**src/rtl/spio_pkg.sv**
```systemverilog
// Shared types and default sizing for the serial LED / 7-segment
// output arbiter.
package spio_pkg;

   typedef enum logic [1:0] {
      ST_IDLE,
      ST_SHIFT,
      ST_LATCH
   } spio_state_e;

   localparam int SPIO_W_A     = 16;
   localparam int SPIO_W_B     = 64;
   localparam int SPIO_CLK_DIV = 2;

   function automatic int spio_max(input int a, input int b);
      return (a > b) ? a : b;
   endfunction

endpackage

```
**src/rtl/spio_p2s_core.sv**
```systemverilog
// Loadable MSB-first shift register with bit counter and s_clk divider.
// Frames are left-aligned in data; len gives the number of bits to send.
module spio_p2s_core #(
   parameter int W       = 64,
   parameter int CLK_DIV = 2,
   parameter int CW      = $clog2(W + 1)
) (
   input  logic          clk,
   input  logic          rst,
   input  logic          load,
   input  logic [CW-1:0] len,
   input  logic [W-1:0]  data,
   output logic          done,
   output logic          s_clk,
   output logic          s_dout
);

   localparam int DW = 9;
   localparam logic [DW-1:0] DIV_LAST = DW'(2 * CLK_DIV - 1);
   localparam logic [DW-1:0] DIV_HALF = DW'(CLK_DIV);

   logic          active;
   logic [W-1:0]  sr;
   logic [CW-1:0] bits_left;
   logic [DW-1:0] div;

   assign done = active && (div == DIV_LAST)
              && (bits_left == CW'(1));

   always_ff @(posedge clk) begin
      if (rst) begin
         active    <= 1'b0;
         sr        <= '0;
         bits_left <= '0;
         div       <= '0;
         s_clk     <= 1'b0;
         s_dout    <= 1'b0;
      end else if (load) begin
         active    <= 1'b1;
         sr        <= data;
         bits_left <= len;
         div       <= '0;
         s_clk     <= 1'b0;
         s_dout    <= data[W-1];
      end else if (active) begin
         if (div == DIV_LAST) begin
            div   <= '0;
            s_clk <= 1'b0;
            if (bits_left == CW'(1)) begin
               active <= 1'b0;
               s_dout <= 1'b0;
            end else begin
               sr        <= sr << 1;
               s_dout    <= sr[W-2];
               bits_left <= bits_left - CW'(1);
            end
         end else begin
            div   <= div + DW'(1);
            // s_clk rises once the low half of the bit has elapsed
            s_clk <= ((div + DW'(1)) >= DIV_HALF);
         end
      end
   end

endmodule

```
**src/rtl/spio_serial_arb.sv**
```systemverilog
// Round-robin arbiter sharing one serial shift chain between the LED
// bank (A) and the 7-segment display (B).
module spio_serial_arb
   import spio_pkg::*;
#(
   parameter int W_A     = SPIO_W_A,
   parameter int W_B     = SPIO_W_B,
   parameter int CLK_DIV = SPIO_CLK_DIV
) (
   input  logic           clk,
   input  logic           rst,
   input  logic           req_a,
   input  logic [W_A-1:0] data_a,
   input  logic           req_b,
   input  logic [W_B-1:0] data_b,
   output logic           ack_a,
   output logic           ack_b,
   output logic           busy,
   output logic           s_clk,
   output logic           s_dout,
   output logic           s_clrn,
   output logic           s_pen_a,
   output logic           s_pen_b
);

   localparam int WM = spio_max(W_A, W_B);
   localparam int CW = $clog2(WM + 1);
   localparam int LW = 9;
   localparam logic [LW-1:0] LAT_LAST = LW'(2 * CLK_DIV - 1);

   spio_state_e   state, state_n;
   logic          last_b, sel_b, pick_b;
   logic          load, done;
   logic          ack_a_n, ack_b_n, pen_a_n, pen_b_n;
   logic [LW-1:0] lat_cnt;
   logic [WM-1:0] frame_a, frame_b, frame;
   logic [CW-1:0] len;

   always_comb begin
      frame_a = '0;
      frame_b = '0;
      frame_a[WM-1 -: W_A] = data_a;
      frame_b[WM-1 -: W_B] = data_b;
   end

   // on a tie, B wins only if A was granted most recently
   assign pick_b = req_b & (~req_a | ~last_b);
   assign frame  = pick_b ? frame_b : frame_a;
   assign len    = pick_b ? CW'(W_B) : CW'(W_A);

   always_comb begin
      state_n = state;
      load    = 1'b0;
      ack_a_n = 1'b0;
      ack_b_n = 1'b0;
      pen_a_n = 1'b0;
      pen_b_n = 1'b0;
      unique case (state)
         ST_IDLE: begin
            if (req_a | req_b) begin
               load    = 1'b1;
               state_n = ST_SHIFT;
               ack_a_n = ~pick_b;
               ack_b_n = pick_b;
            end
         end
         ST_SHIFT: begin
            if (done) begin
               state_n = ST_LATCH;
               pen_a_n = ~sel_b;
               pen_b_n = sel_b;
            end
         end
         ST_LATCH: begin
            if (lat_cnt == LAT_LAST) begin
               state_n = ST_IDLE;
            end else begin
               pen_a_n = ~sel_b;
               pen_b_n = sel_b;
            end
         end
         default: state_n = ST_IDLE;
      endcase
   end

   always_ff @(posedge clk) begin
      if (rst) begin
         state   <= ST_IDLE;
         ack_a   <= 1'b0;
         ack_b   <= 1'b0;
         s_pen_a <= 1'b0;
         s_pen_b <= 1'b0;
         busy    <= 1'b0;
         s_clrn  <= 1'b0;
         last_b  <= 1'b1;
         sel_b   <= 1'b0;
         lat_cnt <= '0;
      end else begin
         state   <= state_n;
         ack_a   <= ack_a_n;
         ack_b   <= ack_b_n;
         s_pen_a <= pen_a_n;
         s_pen_b <= pen_b_n;
         busy    <= (state_n != ST_IDLE);
         s_clrn  <= 1'b1;
         if (load) begin
            last_b <= pick_b;
            sel_b  <= pick_b;
         end
         if (state == ST_LATCH)
            lat_cnt <= lat_cnt + LW'(1);
         else
            lat_cnt <= '0;
      end
   end

   spio_p2s_core #(
      .W       (WM),
      .CLK_DIV (CLK_DIV),
      .CW      (CW)
   ) u_p2s (
      .clk    (clk),
      .rst    (rst),
      .load   (load),
      .len    (len),
      .data   (frame),
      .done   (done),
      .s_clk  (s_clk),
      .s_dout (s_dout)
   );

endmodule

```
**config.mk**
```make
export PLATFORM = sky130hd
export DESIGN_NAME = spio_serial_arb
export DESIGN_NICKNAME = d
export VERILOG_FILES = /design/src/rtl/spio_pkg.sv /design/src/rtl/spio_p2s_core.sv /design/src/rtl/spio_serial_arb.sv
export SDC_FILE = /design/constraint.sdc
export NUM_CORES = 1
export LEC_CHECK = 0
export CAP_MARGIN = 20
export CORE_AREA = 4 4 116 85
export CTS_CLUSTER_DIAMETER = 150
export DETAILED_ROUTE_END_ITERATION = 16
export DIE_AREA = 0 0 120 89
export GPL_TIMING_DRIVEN = 1
export PLACE_DENSITY = 0.82
export SYNTH_ARGS = -nofsm -noshare
export SYNTH_HDL_FRONTEND = slang
export SYNTH_SLANG_ARGS = --single-unit
export TNS_END_PERCENT = 100
```
**constraint.sdc**
```tcl
create_clock -name clk -period 3.4 [get_ports clk]
set_clock_uncertainty 0.05 [all_clocks]
set_input_delay 0.68 -clock clk [delete_from_list [all_inputs] [get_ports clk]]
set_output_delay 0.68 -clock clk [all_outputs]
set_load 0.005 [all_outputs]
```
==> flow_metrics.env, run 1 <==
export IMPL_first_pass_iters=5
export IMPL_synth_fp_nets=673
export IMPL_avgSynthCellArea_um2=8.12
export IMPL_setup_tns_ns=0
export IMPL_rsz0062_at_grt="false"
export IMPL_synth_ff_type="dfxtp_1"
export IMPL_io_buffers=91
export IMPL_fp_dieW_um=120
export IMPL_hold_class="reg2reg"
export IMPL_synthCells=580
export IMPL_layout_drive_gt1_share_pct=5.38
export IMPL_crit_path_start_kind="flop"
export IMPL_finalCritPeriodShare_pct=78.2
export IMPL_drt_initial_drc_count=431
export IMPL_cts_sinks=101
export IMPL_clock_latency_ns=0.34
export IMPL_status="complete, no violations"
export IMPL_cp_data_arrival_time_ns=2.80
export IMPL_die_area_um2=10700
export IMPL_vias=4433
export IMPL_cts_repair_resized=0
export IMPL_drc=0
export IMPL_cts_root_buf="clkbuf_16"
export IMPL_path_clk_slew_ns=0.07
export IMPL_yosysWarnings=0
export IMPL_drt_wl_total_mm=11.5
export IMPL_cap_violations=0
export IMPL_antenna_left=0
export IMPL_gp_congestion=0.831
export IMPL_cts_tree="yes"
export IMPL_overflow=0
export IMPL_grtUsageTotal_pct=21.5
export IMPL_finalSetupViolCount=0
export IMPL_clock_fmax_mhz=376
export IMPL_grt_pass1_wl_mm=18.9
export IMPL_ys_async_sr_fraction_pct=0
export IMPL_syn_cell_area_um2=4710
export IMPL_fin_nets=738
export IMPL_hold_violations=0
export IMPL_synth_seq_area_share_pct=42.9
export IMPL_critPathKind="reg2reg"
export IMPL_io_pins=92
export IMPL_cp_end_kind="flop"
export IMPL_layout_setup_ws_ns=0.742
export IMPL_worst_slew_pin_slew_ns=0.996
export IMPL_p_per_area_nw_per_um2=489
export IMPL_placementRows=29
export IMPL_place_ws_ns=0.700
export IMPL_cts_buffer_depth=2
export IMPL_die_h_um=89
export IMPL_slew_viol_final=0
export IMPL_cts_setup_buffers=0
export IMPL_p_total_mw=2.93
export IMPL_hpwl_mm=7.75
export IMPL_vdd_drop_max_v=0.000244
export IMPL_leakagePower_nw=2.19
export IMPL_grt_max_degree=70
export IMPL_syn_to_final_growth_pct=27.2
export IMPL_via_per_inst=5.73
export IMPL_whs_path_depth=1
export IMPL_num_antenna_cells=0
export IMPL_critPathRequiredTime_ns=3.54
export IMPL_antenna_found_initial=0
export IMPL_relSlewSlack_pct=33.4
export IMPL_htree_levels=3
export IMPL_routedWlPerCell_um=14.9
export IMPL_core_area_um2=8820
export IMPL_synth_edf_count=0
export IMPL_grt_pass1_vias=4047
export IMPL_synth_distinct_cells=55
export IMPL_r2r_cells=5
export IMPL_fin_util_pct=67.9
export IMPL_synth_seq_cells=101
export IMPL_worstPathMaxFanout=63
export IMPL_cts_hold_buf=0
export IMPL_final_cell_mix="dfxtp_1 (101), clkdlybuf4s50_1 (90), nand2_1 (89)"
export IMPL_initial_core_util_pct=53.4
export IMPL_cts_made_buffers=9
export IMPL_period_minus_slack_ns=2.66
export IMPL_layout_commonest_cell="dfxtp_1"
[registers in the layout, summed over array words and instances, names as in the netlist, 2 cells and up]
signal           count
u_p2s.div            9
lat_cnt              9
u_p2s.bits_left      7
state                2
u_p2s.sr            63
[critical path: stages, from the launching register on]
cell	delay [ns]
dfxtp_1	0.43
ha_1	0.45
and4_4	0.34
nand2_2	0.55
o21ai_0	0.54
a211oi_1	0.14
[routing by layer]
metal	global-route usage, %	wire (um)	vias up
met5	0	0	-
met4	6.55	196	0
met3	5.06	754	21
met2	33.7	5200	144
met1	29.8	5350	2074
li1	-	-	2194
[kinds of logic after synthesis]
family	Yosys count	share of synthesized area, %
buffers and inverters	53	4.94
XOR/XNOR	11	2.05
flip-flops	101	42.9
AND/OR/NAND/NOR	228	22.4
adder cells (fa/ha/maj)	9	2.39
AO/OA/AOI/OAI	177	25.1
multiplexers	1	0.213
[path summary, 6_finish.rpt]
kind / start / to / slack, ns
worst max-delay path: u_p2s.div[0] / u_p2s.sr[36] / 0.74
worst min-delay path: sel_b / s_pen_a / 0.40
worst max register to register: u_p2s.div[0] / u_p2s.sr[36] / 0.74
worst min register to register: sel_b / s_pen_a / 0.40
[report_power, final]
part	leakage, nW	internal, mW	switching [mW]
Clock	0.156	0.612	0.439
Sequential	0.830	1.29	0.0628
Combinational	1.20	0.246	0.277
[metrics by stage]
stage	instances	instance area (um^2)	hold slack (ns)
after global placement	757	5650	0.379
final	774	5990	0.402
after global routing	774	5990	0.435
after floorplan	580	4710	0.364
after CTS	773	5960	0.406
after detailed placement	757	5650	0.397
[synth_stat cells (2+ instances only)]
master / count / share of area (%)
nor2b_1: 15 / 2.0
and2_1: 3 / 0.40
nor4_1: 3 / 0.40
nor3_1: 4 / 0.43
and3_1: 5 / 0.66
a31oi_1: 5 / 0.66
a311oi_1: 16 / 3.0
nor2_1: 76 / 6.1
o31ai_1: 3 / 0.48
ha_1: 9 / 2.4
a21o_1: 2 / 0.32
a21boi_0: 2 / 0.32
nand2_1: 90 / 7.2
a21oi_1: 14 / 1.5
xnor2_1: 2 / 0.37
nand3_1: 8 / 0.85
buf_6: 3 / 0.72
and4_1: 3 / 0.56
xor2_1: 9 / 1.7
or3_1: 6 / 0.80
buf_2: 6 / 0.64
nand4_1: 3 / 0.40
inv_1: 10 / 0.80
dfxtp_1: 101 / 43
clkbuf_1: 32 / 2.6
o21ai_0: 56 / 6.0
o211a_1: 2 / 0.43
a211oi_1: 65 / 10
[cell type report]
type                    instances  area [um^2]
repair buffers                 97          983
multi-input cells             426         2480
flip-flops and latches        101         2020
clock inverters                 5         57.6
inverters                      10         37.5
clock buffers                  11          253
fillers                       727         2830
well taps                     124          155
Power figures use the tool's default switching activity.
==> run 2: changes to the inputs <==
CORE_AREA = 4 4 119 87   (was 4 4 116 85)
DIE_AREA = 0 0 123 91   (was 0 0 120 89)
PLACE_DENSITY = 0.78   (was 0.82)
clock period = 2.74 ns   (was 3.4 ns; I/O delays follow)
==> run 2 against run 1 <==
Net effect:
- critical path depth is 1 higher
- final area is 0.36% higher
- cell count is 0.52% higher
- critical path type unchanged
- critical endpoint is now u_p2s.sr[32]
- highest routed layer unchanged
==> flow_metrics.env, run 2 (synthesized netlist as in run 1, its figures left out) <==
export IMPL_clock_latency_ns=0.35
export IMPL_antenna_found_initial=0
export IMPL_placed_cell_area_um2=5680
export IMPL_finalSetupViolCount=0
export IMPL_largest_register="u_p2s.sr"
export IMPL_syn_to_final_growth_pct=27.6
export IMPL_via_per_inst=5.61
export IMPL_layout_commonest_cell="dfxtp_1"
export IMPL_layout_setup_ws_ns=0.420
export IMPL_regToRegSetupSlack_ns=0.42
export IMPL_top_regs="u_p2s.sr (63), lat_cnt (9), u_p2s.div (9)"
export IMPL_num_antenna_cells=0
export IMPL_cts_made_buffers=9
export IMPL_htree_levels=3
export IMPL_drt_wl_total_mm=11.3
export IMPL_initial_core_util_pct=52.1
export IMPL_cts_buffer_depth=2
export IMPL_placementRows=29
export IMPL_cts_setup_buffers=0
export IMPL_seq_area_um2=2020
export IMPL_fin_util_pct=66.5
export IMPL_fin_area_um2=6010
export IMPL_first_pass_iters=5
export IMPL_p_per_area_nw_per_um2=601
export IMPL_core_area_um2=9030
export IMPL_placedCellCount=761
export IMPL_final_cell_mix="dfxtp_1 (101), clkdlybuf4s50_1 (90), nand2_1 (89)"
export IMPL_place_ws_ns=0.230
export IMPL_die_h_um=91
export IMPL_r2r_start="u_p2s.div[5]"
export IMPL_hpwl_mm=7.63
export IMPL_antenna_left=0
export IMPL_overflow=0
export IMPL_grtUsageTotal_pct=20.6
export IMPL_gp_congestion=0.859
export IMPL_whs_ns=0.401
export IMPL_grt_pass1_wl_mm=19.0
export IMPL_cts_repair_resized=0
export IMPL_cts_sinks=101
export IMPL_clock_fmax_mhz=431
export IMPL_critPathKind="reg2reg"
export IMPL_setup_tns_ns=0
export IMPL_status="complete, no violations"
export IMPL_fillers=762
export IMPL_multiInputGateArea_um2=2480
export IMPL_period_minus_slack_ns=2.32
export IMPL_layout_drive_gt1_share_pct=5.96
export IMPL_worstPathMaxFanout=25
export IMPL_vias=4367
export IMPL_hold_end="s_pen_b"
export IMPL_cap_violations=0
export IMPL_drc=0
export IMPL_die_area_um2=11200
export IMPL_fp_dieW_um=123
export IMPL_grt_pass1_vias=4140
export IMPL_cts_tree="yes"
export IMPL_routedWlPerCell_um=14.5
export IMPL_cts_hold_buf=0
export IMPL_path_clk_slew_ns=0.07
export IMPL_p_total_mw=3.61
export IMPL_rsz0062_at_grt="false"
export IMPL_leakagePower_nw=2.20
export IMPL_vdd_drop_max_v=0.000308
export IMPL_min_delay_start="sel_b"
export IMPL_fin_nets=742
export IMPL_cts_root_buf="clkbuf_16"
export IMPL_worst_slew_pin_slew_ns=0.678
export IMPL_largest_register_ffs=63
export IMPL_grt_max_degree=66
export IMPL_hold_violations=0
export IMPL_r2r_cells=6
export IMPL_io_buffers=91
export IMPL_drt_initial_drc_count=336
export IMPL_whs_path_depth=2
export IMPL_slew_viol_final=0
export IMPL_finalCritPeriodShare_pct=84.7
export IMPL_crit_path_start_kind="flop"
export IMPL_hold_class="reg2reg"
export IMPL_r2r_end="u_p2s.sr[32]"
export IMPL_cp_data_arrival_time_ns=2.52
export IMPL_final_cells=778
export IMPL_cp_end_kind="flop"
export IMPL_relSlewSlack_pct=54.6
export IMPL_io_pins=92
export IMPL_critPathRequiredTime_ns=2.94
-- run 2: cell type report --
type | instances | share of cell area [%]
Multi-Input combinational cell | 426 | 41.3
Sequential cell | 101 | 33.6
Timing Repair Buffer | 101 | 16.9
Clock buffer | 11 | 4.04
Tap cell | 124 | 2.58
Clock inverter | 5 | 0.958
Inverter | 10 | 0.625
-- run 2: power breakdown --
part | total [mW] | switching [mW] | internal (mW)
logic | 0.646 | 0.339 | 0.307
clock network | 1.29 | 0.552 | 0.737
registers | 1.68 | 0.0751 | 1.60
total | 3.61 | 0.966 | 2.65
-- run 2: worst max-delay path by stage --
stage / start / end / slack [ns] / depth (start not counted)
floorplan: u_p2s.div[0] / u_p2s.bits_left[5] / 0.80 / 6
global placement: req_a / u_p2s.sr[4] / 0.37 / 5
detailed placement: u_p2s.div[5] / u_p2s.sr[44] / 0.23 / 5
CTS: u_p2s.div[5] / u_p2s.sr[32] / 0.18 / 5
global route: u_p2s.div[0] / u_p2s.sr[32] / 0.24 / 6
finish: u_p2s.div[5] / u_p2s.sr[32] / 0.42 / 6
-- run 2: worst max-delay path, stage by stage, from the launching register on --
cell and delay [ns]:
dfxtp_1 0.40, nor4_4 0.48, nand4_4 0.17, o21ai_4 0.57, buf_16 0.24, nor2_1 0.07, a211oi_1 0.24
-- run 2: metal layers --
metal | wire, um | track usage (%)
met3 | 775 | 5.96
met4 | 123 | 6.27
met2 | 4890 | 30.6
met1 | 5480 | 28.9
met5 | 0 | 0
==> run 3: changes to the inputs <==
clock period = 2.32 ns   (was 2.74 ns; I/O delays follow)
==> run 3 against run 2 <==
Net effect:
- cell count grew 0.39%
- hold slack got worse by 0.0088 ns
- global-route usage increased by 0.77 points
- maximum frequency rose by 8.2%
- worst setup slack worse by 0.24 ns
- total power up 18%
- critical path depth shrank 1
- flip-flop and latch count unchanged
- wire length increased by 4.7%
- clock power grew 16%
- count of clock-buffer cells in the layout rose by 1
- critical endpoint is now u_p2s.sr[48]
- largest cell class unchanged
- highest routed layer unchanged
==> flow_metrics.env, run 3 (synthesized netlist as in run 1, its figures left out) <==
export IMPL_status="complete, no violations"
export IMPL_crit_path_start_kind="flop"
export IMPL_critPathRequiredTime_ns=2.51
export IMPL_cts_repair_resized=0
export IMPL_cp_data_arrival_time_ns=2.33
export IMPL_vdd_drop_max_v=0.000435
export IMPL_top_layer="met4"
export IMPL_min_delay_start="rst"
export IMPL_critPathKind="reg2reg"
export IMPL_io_buffers=91
export IMPL_largest_register_ffs=63
export IMPL_met3_length_um=798
export IMPL_cts_buffer_depth=2
export IMPL_whs_path_depth=2
export IMPL_grt_max_degree=64
export IMPL_place_ws_ns=-0.00187
export IMPL_grt_pass1_vias=4215
export IMPL_cts_hold_buf=0
export IMPL_cts_root_buf="clkbuf_16"
export IMPL_cp_end_kind="flop"
export IMPL_layout_drive_gt1_share_pct=6.24
export IMPL_period_minus_slack_ns=2.15
export IMPL_top_regs="u_p2s.sr (63), lat_cnt (9), u_p2s.div (9)"
export IMPL_routedWlPerCell_um=15.1
export IMPL_leakagePower_nw=2.23
export IMPL_grt_pass1_wl_mm=19.6
export IMPL_initial_core_util_pct=52.1
export IMPL_hpwl_mm=7.96
export IMPL_p_total_mw=4.27
export IMPL_rsz0062_at_grt="false"
export IMPL_hold_class="in2reg"
export IMPL_drc=0
export IMPL_layout_setup_ws_ns=0.175
export IMPL_placementRows=29
export IMPL_r2r_end="u_p2s.sr[48]"
export IMPL_fillers=731
export IMPL_drt_wl_total_mm=11.8
export IMPL_via_per_inst=5.66
export IMPL_fp_dieW_um=123
export IMPL_first_pass_iters=5
export IMPL_r2r_start="u_p2s.div[0]"
export IMPL_layout_commonest_cell="dfxtp_1"
export IMPL_regToRegSetupSlack_ns=0.17
export IMPL_hold_violations=0
export IMPL_cts_tree="yes"
export IMPL_largest_register="u_p2s.sr"
export IMPL_finalSetupViolCount=0
export IMPL_drt_initial_drc_count=398
export IMPL_num_antenna_cells=0
export IMPL_hold_end="u_p2s.active"
export IMPL_gp_congestion=0.862
export IMPL_slew_viol_final=0
export IMPL_worstPathMaxFanout=18
export IMPL_die_area_um2=11200
export IMPL_die_h_um=91
export IMPL_p_per_area_nw_per_um2=704
export IMPL_cts_made_buffers=9
export IMPL_final_cell_mix="dfxtp_1 (101), clkdlybuf4s50_1 (90), nand2_1 (89)"
export IMPL_drt_met1_wl_mm=5.45
export IMPL_overflow=0
export IMPL_antenna_found_initial=0
export IMPL_htree_levels=3
export IMPL_antenna_left=0
export IMPL_r2r_cells=5
export IMPL_cap_violations=0
export IMPL_cts_sinks=101
export IMPL_relSlewSlack_pct=69.2
export IMPL_path_clk_slew_ns=0.06
export IMPL_cts_setup_buffers=0
export IMPL_clock_latency_ns=0.34
export IMPL_worst_slew_pin_slew_ns=0.460
export IMPL_syn_to_final_growth_pct=28.9
export IMPL_grtUsageTotal_pct=21.3
export IMPL_clock_fmax_mhz=466
export IMPL_finalCritPeriodShare_pct=92.5
export IMPL_core_area_um2=9030
export IMPL_vias=4421
export IMPL_io_pins=92
export IMPL_met2_length_mm=5.37
export IMPL_fin_nets=745
-- run 3: cell type report --
| cell class | count | area, um^2 | share of cell area (%) |
|---|---|---|---|
| multi-input combinational | 426 | 2480 | 40.9 |
| sequential | 101 | 2020 | 33.3 |
| timing repair buffer | 104 | 1080 | 17.8 |
| clock buffer | 12 | 246 | 4.06 |
| tap | 124 | 155 | 2.56 |
| clock inverter | 4 | 47.5 | 0.784 |
| inverter | 10 | 37.5 | 0.619 |
-- run 3: worst max path at each step --
stage                 startpoint            endpoint  slack (ns)  cells past startpoint
floorplan           u_p2s.div[0]  u_p2s.bits_left[5]        0.38                      6
global placement           req_b         u_p2s.sr[5]        0.11                      6
detailed placement         req_b        u_p2s.sr[18]      -0.002                      6
CTS                 u_p2s.div[5]        u_p2s.sr[48]        0.17                      5
global route        u_p2s.div[0]        u_p2s.sr[48]       0.004                      5
finish              u_p2s.div[0]        u_p2s.sr[48]        0.17                      5
-- run 3: power breakdown --
| group | leakage (nW) | total [mW] | internal, mW | switching, mW |
|---|---|---|---|---|
| Sequential | 0.830 | 1.98 | 1.89 | 0.0880 |
| Clock | 0.143 | 1.49 | 0.863 | 0.628 |
| Combinational | 1.25 | 0.803 | 0.388 | 0.415 |
-- run 3: layer usage --
layer,GRT usage [%],vias up
li1,-,2210
met1,29.5,2052
met2,32.3,144
met3,5.96,15
met4,6.91,0
met5,0,-
-- run 3: through the flow --
stage / area, um^2 / setup TNS [ns] / util [%] / cells / hold WS [ns]
floorplan: 4710 / 0 / - / 580 / 0.364
global placement: 5770 / 0 / 63.9 / 765 / 0.379
detailed placement: 5770 / -0.00187 / 63.9 / 765 / 0.379
CTS: 6070 / 0 / 67.2 / 781 / 0.384
global route: 6070 / 0 / 67.2 / 781 / 0.408
finish: 6070 / 0 / 67.2 / 781 / 0.392
-- run 3: critical path, stage by stage, from the launching register on --
cell	delay, ns
dfxtp_1	0.43
ha_1	0.44
nand4_4	0.26
nor2_4	0.41
nand2_1	0.13
a311oi_1	0.31
